==> src/rtl/snn_pkg.sv <==
// Shared widths, accumulator FSM encoding and saturating arithmetic for the SNN datapath.
package snn_pkg;

  localparam int unsigned DEF_TIME_W      = 8;
  localparam int unsigned DEF_WEIGHT_W    = 8;
  localparam int unsigned DEF_POTENTIAL_W = 32;

  localparam logic [2:0] S_IDLE       = 3'd0;
  localparam logic [2:0] S_CLEAR      = 3'd1;
  localparam logic [2:0] S_WAIT_SPIKE = 3'd2;
  localparam logic [2:0] S_MAC        = 3'd3;
  localparam logic [2:0] S_TAIL       = 3'd4;
  localparam logic [2:0] S_ACK        = 3'd5;
  localparam logic [2:0] S_FLUSH      = 3'd6;
  localparam logic [2:0] S_DONE       = 3'd7;

  // Operands are sign-extended to 64 bits by the caller; the result is clamped to a
  // signed range of the given width, so the caller may truncate it to that width.
  function automatic logic signed [63:0] sat_add(input logic signed [63:0] a,
                                                 input logic signed [63:0] b,
                                                 input int unsigned        width);
    logic signed [63:0] sum;
    logic signed [63:0] hi;
    logic signed [63:0] lo;
    sum = a + b;
    hi  = (64'sd1 <<< (width - 1)) - 64'sd1;
    lo  = -hi - 64'sd1;
    if (sum > hi) return hi;
    if (sum < lo) return lo;
    return sum;
  endfunction

endpackage

==> src/rtl/snn_mac_sat.sv <==
// One-cycle MAC stage: registers the read potential, then adds weight*delta with saturation
// once the weight arrives from the ROM.
module snn_mac_sat import snn_pkg::*; #(
  parameter int unsigned ADDR_W      = 6,
  parameter int unsigned POTENTIAL_W = DEF_POTENTIAL_W,
  parameter int unsigned TIME_W      = DEF_TIME_W,
  parameter int unsigned WEIGHT_W    = DEF_WEIGHT_W
) (
  input  logic                   clk_i,
  input  logic                   rst_ni,
  input  logic                   en_i,
  input  logic                   valid_i,
  input  logic [ADDR_W-1:0]      addr_i,
  input  logic [POTENTIAL_W-1:0] acc_i,
  input  logic [WEIGHT_W-1:0]    weight_i,
  input  logic [TIME_W:0]        delta_i,
  output logic                   wr_en_o,
  output logic [ADDR_W-1:0]      wr_addr_o,
  output logic [POTENTIAL_W-1:0] sum_o
);

  localparam int unsigned ProdW = WEIGHT_W + TIME_W + 1;

  logic                   valid_q, valid_d;
  logic [ADDR_W-1:0]      addr_q, addr_d;
  logic [POTENTIAL_W-1:0] acc_q, acc_d;
  logic signed [ProdW-1:0] prod;

  always_comb begin
    valid_d = valid_i;
    addr_d  = addr_i;
    acc_d   = acc_i;
  end

  always_ff @(posedge clk_i or negedge rst_ni) begin
    if (!rst_ni) begin
      valid_q <= 1'b0;
      addr_q  <= '0;
      acc_q   <= '0;
    end else if (en_i) begin
      valid_q <= valid_d;
      addr_q  <= addr_d;
      acc_q   <= acc_d;
    end
  end

  // The weight belongs to the address issued last cycle, i.e. to acc_q.
  assign prod      = ProdW'($signed(weight_i)) * ProdW'($signed(delta_i));
  assign sum_o     = POTENTIAL_W'(sat_add(64'($signed(acc_q)), 64'(prod), POTENTIAL_W));
  assign wr_en_o   = valid_q;
  assign wr_addr_o = addr_q;

endmodule

==> src/rtl/aer_spike_accumulator.sv <==
// AER receive/accumulate stage: V_j += W_ji * (t_ref - t_i) per spike, then streams the
// final potentials to the encoder and pulses layer done.
module aer_spike_accumulator import snn_pkg::*; #(
  parameter int unsigned MAX_NEURONS = 64,
  parameter int unsigned IN_ADDR_W   = 6,
  parameter int unsigned ADDR_W      = 6,
  parameter int unsigned POTENTIAL_W = DEF_POTENTIAL_W,
  parameter int unsigned TIME_W      = DEF_TIME_W,
  parameter int unsigned WEIGHT_W    = DEF_WEIGHT_W
) (
  input  logic                        local_clk,
  input  logic                        rst_n,
  input  logic                        i_clk_en,
  input  logic                        i_layer_start,
  input  logic [ADDR_W:0]             i_out_count,
  input  logic [TIME_W-1:0]           i_t_ref,
  input  logic                        i_aer_req,
  output logic                        o_aer_ack,
  input  logic [TIME_W-1:0]           i_aer_time,
  input  logic [IN_ADDR_W-1:0]        i_aer_addr,
  input  logic                        i_input_done,
  output logic [IN_ADDR_W+ADDR_W-1:0] o_weight_rom_addr,
  input  logic [WEIGHT_W-1:0]         i_weight_data,
  output logic                        o_potential_wr_en,
  output logic [ADDR_W-1:0]           o_potential_wr_addr,
  output logic [POTENTIAL_W-1:0]      o_potential_wr_data,
  output logic                        o_layer_done,
  output logic                        o_busy
);

  logic [2:0]             state_q, state_d;
  logic [ADDR_W:0]        out_count_q, out_count_d;
  logic [TIME_W-1:0]      t_ref_q, t_ref_d;
  logic [TIME_W:0]        delta_q, delta_d;
  logic [IN_ADDR_W-1:0]   src_q, src_d;
  logic [ADDR_W:0]        cnt_q, cnt_d;
  logic                   done_pending_q, done_pending_d;
  logic                   ack_q, ack_d;
  logic                   wr_en_q, wr_en_d;
  logic [ADDR_W-1:0]      wr_addr_q, wr_addr_d;
  logic [POTENTIAL_W-1:0] wr_data_q, wr_data_d;
  logic                   layer_done_q, layer_done_d;

  logic [POTENTIAL_W-1:0] ram_q [MAX_NEURONS];

  logic [ADDR_W-1:0]      cnt_idx;
  logic [ADDR_W+1:0]      cnt_inc;
  logic                   cnt_last;
  logic                   cnt_live;
  logic [POTENTIAL_W-1:0] rd_data;
  logic                   clr_we;
  logic                   mac_issue;
  logic                   mac_we;
  logic [ADDR_W-1:0]      mac_addr;
  logic [POTENTIAL_W-1:0] mac_sum;

  // One counter serves clear, MAC and flush; "last" also covers an out_count of 0.
  assign cnt_idx  = cnt_q[ADDR_W-1:0];
  assign cnt_inc  = {1'b0, cnt_q} + (ADDR_W+2)'(1);
  assign cnt_last = cnt_inc >= {1'b0, out_count_q};
  assign cnt_live = cnt_q < out_count_q;
  assign rd_data  = ram_q[cnt_idx];

  always_comb begin
    state_d        = state_q;
    out_count_d    = out_count_q;
    t_ref_d        = t_ref_q;
    delta_d        = delta_q;
    src_d          = src_q;
    cnt_d          = cnt_q;
    done_pending_d = done_pending_q;
    ack_d          = ack_q;
    wr_en_d        = 1'b0;
    wr_addr_d      = wr_addr_q;
    wr_data_d      = wr_data_q;
    layer_done_d   = 1'b0;
    clr_we         = 1'b0;
    mac_issue      = 1'b0;

    case (state_q)
      S_IDLE: begin
        if (i_layer_start) begin
          out_count_d = i_out_count;
          t_ref_d     = i_t_ref;
          cnt_d       = '0;
          state_d     = S_CLEAR;
        end
      end
      S_CLEAR: begin
        clr_we = cnt_live;
        if (cnt_last) state_d = S_WAIT_SPIKE;
        else          cnt_d   = cnt_inc[ADDR_W:0];
      end
      S_WAIT_SPIKE: begin
        if (i_aer_req) begin
          src_d   = i_aer_addr;
          delta_d = {t_ref_q[TIME_W-1], t_ref_q} - {i_aer_time[TIME_W-1], i_aer_time};
          cnt_d   = '0;
          state_d = (out_count_q == '0) ? S_TAIL : S_MAC;
        end else if (done_pending_q) begin
          cnt_d   = '0;
          state_d = S_FLUSH;
        end
      end
      S_MAC: begin
        mac_issue = 1'b1;
        if (cnt_last) state_d = S_TAIL;
        else          cnt_d   = cnt_inc[ADDR_W:0];
      end
      S_TAIL: begin
        ack_d   = 1'b1;
        state_d = S_ACK;
      end
      S_ACK: begin
        if (!i_aer_req) begin
          ack_d   = 1'b0;
          state_d = S_WAIT_SPIKE;
        end
      end
      S_FLUSH: begin
        if (cnt_live) begin
          wr_en_d   = 1'b1;
          wr_addr_d = cnt_idx;
          wr_data_d = rd_data;
        end
        if (cnt_last) state_d = S_DONE;
        else          cnt_d   = cnt_inc[ADDR_W:0];
      end
      S_DONE: begin
        layer_done_d = 1'b1;
        state_d      = S_IDLE;
      end
      default: state_d = S_IDLE;
    endcase

    if (state_q != S_IDLE && i_input_done) done_pending_d = 1'b1;
    if (state_d == S_FLUSH && state_q != S_FLUSH) done_pending_d = 1'b0;
  end

  always_ff @(posedge local_clk or negedge rst_n) begin
    if (!rst_n) begin
      state_q        <= S_IDLE;
      out_count_q    <= '0;
      t_ref_q        <= '0;
      delta_q        <= '0;
      src_q          <= '0;
      cnt_q          <= '0;
      done_pending_q <= 1'b0;
      ack_q          <= 1'b0;
      wr_en_q        <= 1'b0;
      wr_addr_q      <= '0;
      wr_data_q      <= '0;
      layer_done_q   <= 1'b0;
    end else if (i_clk_en) begin
      state_q        <= state_d;
      out_count_q    <= out_count_d;
      t_ref_q        <= t_ref_d;
      delta_q        <= delta_d;
      src_q          <= src_d;
      cnt_q          <= cnt_d;
      done_pending_q <= done_pending_d;
      ack_q          <= ack_d;
      wr_en_q        <= wr_en_d;
      wr_addr_q      <= wr_addr_d;
      wr_data_q      <= wr_data_d;
      layer_done_q   <= layer_done_d;
    end
  end

  // Potential RAM keeps its contents across reset; S_CLEAR initialises it per layer.
  always_ff @(posedge local_clk) begin
    if (i_clk_en) begin
      if (clr_we)      ram_q[cnt_idx]  <= '0;
      else if (mac_we) ram_q[mac_addr] <= mac_sum;
    end
  end

  snn_mac_sat #(
    .ADDR_W     (ADDR_W),
    .POTENTIAL_W(POTENTIAL_W),
    .TIME_W     (TIME_W),
    .WEIGHT_W   (WEIGHT_W)
  ) u_mac (
    .clk_i    (local_clk),
    .rst_ni   (rst_n),
    .en_i     (i_clk_en),
    .valid_i  (mac_issue),
    .addr_i   (cnt_idx),
    .acc_i    (rd_data),
    .weight_i (i_weight_data),
    .delta_i  (delta_q),
    .wr_en_o  (mac_we),
    .wr_addr_o(mac_addr),
    .sum_o    (mac_sum)
  );

  assign o_aer_ack           = ack_q;
  assign o_weight_rom_addr   = {src_q, cnt_idx};
  assign o_potential_wr_en   = wr_en_q;
  assign o_potential_wr_addr = wr_addr_q;
  assign o_potential_wr_data = wr_data_q;
  assign o_layer_done        = layer_done_q;
  assign o_busy              = state_q != S_IDLE;

endmodule

==> config.mk <==
export PLATFORM = sky130hd
export DESIGN_NAME = aer_spike_accumulator
export DESIGN_NICKNAME = d
export VERILOG_FILES = /design/src/rtl/snn_pkg.sv /design/src/rtl/snn_mac_sat.sv /design/src/rtl/aer_spike_accumulator.sv
export SDC_FILE = /design/constraint.sdc
export NUM_CORES = 2
export LEC_CHECK = 0
export ABC_AREA = 0
export CAP_MARGIN = 20
export CORE_MARGIN = 3
export CORE_UTILIZATION = 55
export DETAILED_ROUTE_END_ITERATION = 8
export HOLD_SLACK_MARGIN = 0.02
export PLACE_DENSITY = 0.82
export RECOVER_POWER = 50
export SETUP_SLACK_MARGIN = 0.15
export SYNTH_ARGS = -nofsm -noshare
export SYNTH_HDL_FRONTEND = slang
export SYNTH_SLANG_ARGS = --single-unit
==> constraint.sdc <==
create_clock -name local_clk -period 14 [get_ports local_clk]
set_clock_uncertainty 0.05 [all_clocks]
set_input_delay 1.4 -clock local_clk [delete_from_list [all_inputs] [get_ports local_clk]]
set_output_delay 1.4 -clock local_clk [all_outputs]
set_load 0.005 [all_outputs]
# Yosys cells after proc, flatten, opt, wreduce, memory -nomap -nowiden
# Memories as Yosys holds them, arrays and structs flattened.
# Index checks and enable logic that the tools add are counted.
# totals
reg_bits	121
latchBits	0
mem_bits_rw	2048
romBits	0
in_bits	43
out_inout_bits	54
wordCells	93
mem_count	1
# classes
add_sub_neg	3
n_mul	1
div_mod_pow	0
magnitude_cmp	4
eq_ne	13
shifts	0
muxes	40
bitwise	0
n_reduce_logical	16
# memory_table
memory	depth	word_bits	rd	rd_clocked_by_memory_dff	write_ports	line_no	source
ram_q	64	32	1	0	1	aer_spike_accumulator.sv:44	logic [POTENTIAL_W-1:0] ram_q [MAX_NEURONS];
# op_table
cell	n
two-way mux 32 bit	5
adder 32 x 17 -> 33 bit	1
greater-than comparator 33 x 32 -> 1 bit (second input constant)	1
< comparator 33 x 32 -> 1 bit (second input constant)	1
OR reduction 32 bit	1
two-way mux 7 bit	4
two-way mux 3 bit	8
case mux 3 bit (8 select lines)	1
case mux 7 bit (3 select lines)	1
two-way mux 1 bit	19
multiplier 8 x 9 -> 17 bit	1
== test 3 bit (second input constant)	5
AND reduction 3 bit	4
subtractor 8 x 8 -> 9 bit	1
adder 7 x 1 -> 8 bit (second input constant)	1
greater-or-equal comparator 8 x 7 -> 1 bit	1
logical NOT 7 bit	1
< comparator 7 bit	1
== test 3 x 2 -> 1 bit (second input constant)	2
two-way mux 6 bit	1
!= test 2 bit (second input constant)	3
!= test 3 bit (second input constant)	2
nonzero test 3 bit	2
AND reduction 5 bit	1
7 further kinds	9

# Depth between registers and ports, before layout
# depth
word_depth	8
depth_mapped	21
ltp_nobuf	19

# By module
# From an unflattened synthesis, not the netlist that was laid out.
# hier_totals
hier_cells	5050
area_unflattened_um2	91306.3
# modules_own_cells
module	n_inst	cells_each	area_each_um2	seq_area_each_um2
aer_spike_accumulator	1	4327	83749.1	63551.0
snn_mac_sat	1	723	7557.2	975.9

# Worst setup path before layout
# OpenSTA, ideal clock, no wires.
# synth_timing
kind	input -> register
startpoint	input i_weight_data[0]
endpoint	memory ram_q[0][25] (netlist bit) (data pin)
setup_time_ps	719
arrival_time_ps	9707
required_ps	13231
setup_slack_ps	3523
cell_stages	17
n_path_buf	2
path_cell_list	clkbuf_1 and2_1 fa_1 fa_1 fa_1 fa_1 ha_1 ha_1 clkbuf_1 and3_1 and3_1 a221oi_1 a21oi_1 a311o_1 xor2_1 o21ai_1 o31ai_1
# synth_between
elab_chain_cells	8
word_cells_on_any_way	11
classes_between	1 x add/sub; 1 x mul; 2 x order compare; 7 x mux
# synth_rtl
element	line_no	source
from (decl)	aer_spike_accumulator.sv:23	input logic [WEIGHT_W-1:0] i_weight_data,
multiplier 8 x 9 -> 17 bit (*)	snn_mac_sat.sv:48	assign prod = ProdW'($signed(weight_i)) * ProdW'($signed(delta_i));
adder 32 x 17 -> 33 bit (*)	snn_pkg.sv:25	sum = a + b;
< comparator 33 x 32 -> 1 bit	snn_pkg.sv:29	if (sum < lo) return lo;
two-way mux 1 bit (2 in series)	snn_pkg.sv:29	
two-way mux 32 bit	snn_pkg.sv:30	return sum;
two-way mux 32 bit (*)	snn_pkg.sv:29	
two-way mux 32 bit (no line) (*)	n/a	
to (decl)	aer_spike_accumulator.sv:44	
# Mark *: on every way between the ends. The rest lies on a longest branch, timed or not. The select of a mux whose other input is x is not followed.

# Worst setup path in the final report
# layout_timing
startpoint	register cnt_q[1]
endpoint	memory ram_q[28][18] (netlist bit), enable pin
# layout_between
elab_chain_cells	7
word_cells_on_any_way	11
classes_between	1 x order compare; 9 x mux; 1 x reduce/logical
# layout_rtl
element	line_no	source
from (decl)	aer_spike_accumulator.sv:36	logic [ADDR_W:0] cnt_q, cnt_d;
from (signal assigned)	aer_spike_accumulator.sv:160	cnt_q <= cnt_d;
< comparator 7 bit	aer_spike_accumulator.sv:61	assign cnt_live = cnt_q < out_count_q;
two-way mux 1 bit	aer_spike_accumulator.sv:80	case (state_q)
two-way mux 1 bit	aer_spike_accumulator.sv:173	if (clr_we) ram_q[cnt_idx] <= '0;
two-way mux 1 bit	aer_spike_accumulator.sv:172	if (i_clk_en) begin
two-way mux 1 bit (implied by the code)	aer_spike_accumulator.sv:174	else if (mac_we) ram_q[mac_addr] <= mac_sum;
OR reduction 32 bit (no line)	n/a	
two-way mux 6 bit (no line) or two-way mux 1 bit (tied branches)	n/a	
# Parallel ways exist; a longest one is shown, timed or not.

==> flow_summary.toml <==
[grt]
grt_pass1_vias = 48100
grt_max_degree = 145
grt.total_usage = 0.324
overflow = 0
antenna_found_initial = 11
grt_pass1_wl_um = 375000

[critical_path]
reg2reg_slack_ns = 3.19
r2r-start = "cnt_q[1]$_DFFE_PN0P_"
endpoint_kind = "flop"
worstRegToRegCells = 11
start_kind = "flop"
crit_type = "reg -> reg"
path_max_fanout = 63
cp_data_required_time_ns = 14.35
setup.worst_path.end = "ram_q[28][18]$_DFFE_PP_"
arrival_ns = 11.15
crit_start = "cnt_q[1]$_DFFE_PN0P_"
rr_endpoint = "ram_q[28][18]$_DFFE_PP_"

[timing]
setup_viol_count_final = 0
period_minus_slack_ns = 10.81
max_slew.worst_pin.slew_ns = 4.38
fin_setup_tns_ns = 0
hold_viol = 0
max_freq_mhz = 92.5
timing.final.crit_share = 0.772
slew_headroom = -1.92
rsz0062_at_grt = "false"
setup_slack_ns = 3.19
drv_slew = 2532

[synth]
synth_edf_count = 2048
synth.area.top_cells = "edfxtp_1 69%, mux4_2 17%, dfrtp_1 3.4%"
synthFlopType = "edfxtp_1"
yosysTopAreaCell = "edfxtp_1"
netlist_instances = 4050
synth_nets = 4332
ys_seq_area_frac = 0.723
yosysTopAreaCellShare = 0.690
yosysUniqueCellTypes = 60
async_flop_share = 0.0558
syn_area_um2 = 89200
ys.warnings.count = 0
syn_area_per_cell_um2 = 22.0
ys_ff_latch = 2169

[drt]
vias_per_cell = 7.20
routed_wl_um = 268000
first_pass_iters = 9
drtAntennaViolNets = 0
wl_per_cell_um = 40.6
drt_iter0_drc = 8460
vias = 47500
drc_errors = 0

[clock_tree]
cts_tree = "yes"
ctsHtreeMaxLevel = 4
root_buffer = "clkbuf_16"
insertion_delay_ns = 0.85
cts_sinks = 2169
numCtsBuffers = 196
path_clk_slew_ns = 0.07
post_cts_resized = 0
cts_setup_buffers = 0
ctsHoldBuffers = 0
cts_buffer_depth = 3

[floorplanning]
chipWidth_um = 409
io_pins = 97
die_h_um = 409
coreArea_um2 = 161000
fp.dieArea_um2 = 167000
row_count = 147
initial_utilization = 0.555

[hold_path]
hold_path.class = "reg -> reg"

[run_status]
violations = "max-capacitance violations, max-slew violations"
status = "finished with violations"

[place]
io_buffers = 96
dp_slack_ns = 4.42
dp_hpwl_um = 135000
gp_congestion = 0.886

[run]
drv_cap = 108

[cells_and_area]
area_growth_pct = 12.0
layout.nets = 4554
drive_above_1_share = 0.260
stage by stage:
step                       util  hold slack, ns  cell area [um^2]  std cells
after global placement    0.582           0.436             93600       6211
after global routing      0.621           0.464             99900       6600
final                     0.622           0.449             99900       6605
after CTS                 0.623           0.442            100000       6582
after detailed placement  0.583           0.444             93700       6216
after floorplan               -           0.428             89200       4050
how the worst min path moves through the flow:
stage / slack, ns / depth (start not counted) / endpoint / startpoint
2_1_floorplan: 0.43 / 1 / o_potential_wr_en$_DFFE_PN0P_ / o_potential_wr_en$_DFFE_PN0P_
3_3_place_gp: 0.44 / 1 / src_q[3]$_DFFE_PN0P_ / src_q[3]$_DFFE_PN0P_
3_5_place_dp: 0.44 / 1 / src_q[3]$_DFFE_PN0P_ / src_q[3]$_DFFE_PN0P_
4_1_cts: 0.44 / 1 / u_mac.acc_q[21]$_DFFE_PN0P_ / rst_n
5_1_grt: 0.46 / 1 / o_potential_wr_addr[0]$_DFFE_PN0P_ / o_potential_wr_addr[0]$_DFFE_PN0P_
6_report: 0.45 / 1 / src_q[3]$_DFFE_PN0P_ / src_q[3]$_DFFE_PN0P_
layer usage:
| layer | global-route usage | vias up | routed length, um |
|---|---|---|---|
| li1 | - | 17200 | - |
| met1 | 0.407 | 24400 | 85400 |
| met2 | 0.499 | 4800 | 126000 |
| met3 | 0.103 | 1153 | 37400 |
| met4 | 0.193 | 12 | 19700 |
| met5 | 0 | - | 90 |
critical path, cell delays in order, from the launching register on:
cell      delay (ns)
dfrtp_1         2.52
ha_1            0.55
nor2b_1         0.15
o21a_1          0.17
o21a_1          0.19
o211ai_1        0.18
clkbuf_1        1.09
mux2i_1         0.49
nor2_1          0.35
nand2_1         0.41
nor2_1          2.31
clkbuf_1        1.81
cell families after synthesis:
group           share of synthesized area
buf+inv                            0.0155
compound gates                     0.0148
simple gates                       0.0163
mux                                 0.180
flops                               0.723
xor+xnor                          0.00403
fa+ha+maj                          0.0456
registers in the layout, summed over array words and instances (netlist names), 3 cells and up:
register             cells
cnt_q                    7
delta_q                  9
o_potential_wr_addr      6
o_potential_wr_data     32
out_count_q              7
ram_q                 2048
src_q                    6
state_q                  3
t_ref_q                  8
u_mac.acc_q             32
u_mac.wr_addr_o          6
cell usage in the layout (no fill, tap or decap), types with 7 or more instances in the layout:
cell / count
edfxtp_1: 2048
mux4_2: 672
clkbuf_16: 197
fa_1: 144
inv_1: 126
dfrtp_1: 121
clkbuf_1: 102
ha_1: 95
nand2_1: 91
mux2_2: 76
nor2_1: 70
dlygate4sd3_1: 48
clkinv_2: 47
clkinv_1: 46
a21oi_1: 46
clkdlybuf4s50_1: 46
o21ai_0: 42
and2_1: 38
buf_4: 34
xnor2_1: 27
a21o_1: 23
o21ai_4: 23
nand3_1: 21
nor2_4: 21
buf_12: 21
bufinv_16: 19
xor2_1: 14
nand2b_1: 10
nor2b_1: 9
o21a_1: 8
o21bai_1: 7
or3_1: 7
and3_1: 7
o31ai_1: 7
nor3_1: 7
a22o_1: 7
cell usage after synthesis (16+ instances only):
cell / number
edfxtp_1: 2048
a21oi_1: 46
buf_4: 20
fa_1: 144
inv_1: 126
xnor2_1: 27
nand3_1: 22
o21ai_0: 57
ha_1: 95
nor2_1: 91
clkbuf_1: 128
a21o_1: 23
buf_1: 16
buf_2: 34
nand2_1: 91
and2_1: 39
mux4_2: 672
mux2_2: 81
dfrtp_1: 121
cell type report:
type / count / area [um^2]
Clock inverter: 137 / 1390
Timing Repair Buffer: 226 / 2030
Inverter: 127 / 477
Antenna cell: 5 / 12.5
Fill cell: 10100 / 60800
Clock buffer: 229 / 5050
Sequential cell: 2169 / 64500
Multi-Input combinational cell: 1552 / 23700
Tap cell: 2160 / 2700
Power is not shown: default switching activity piles up to over one toggle a cycle in this logic, so the estimate is an artifact.
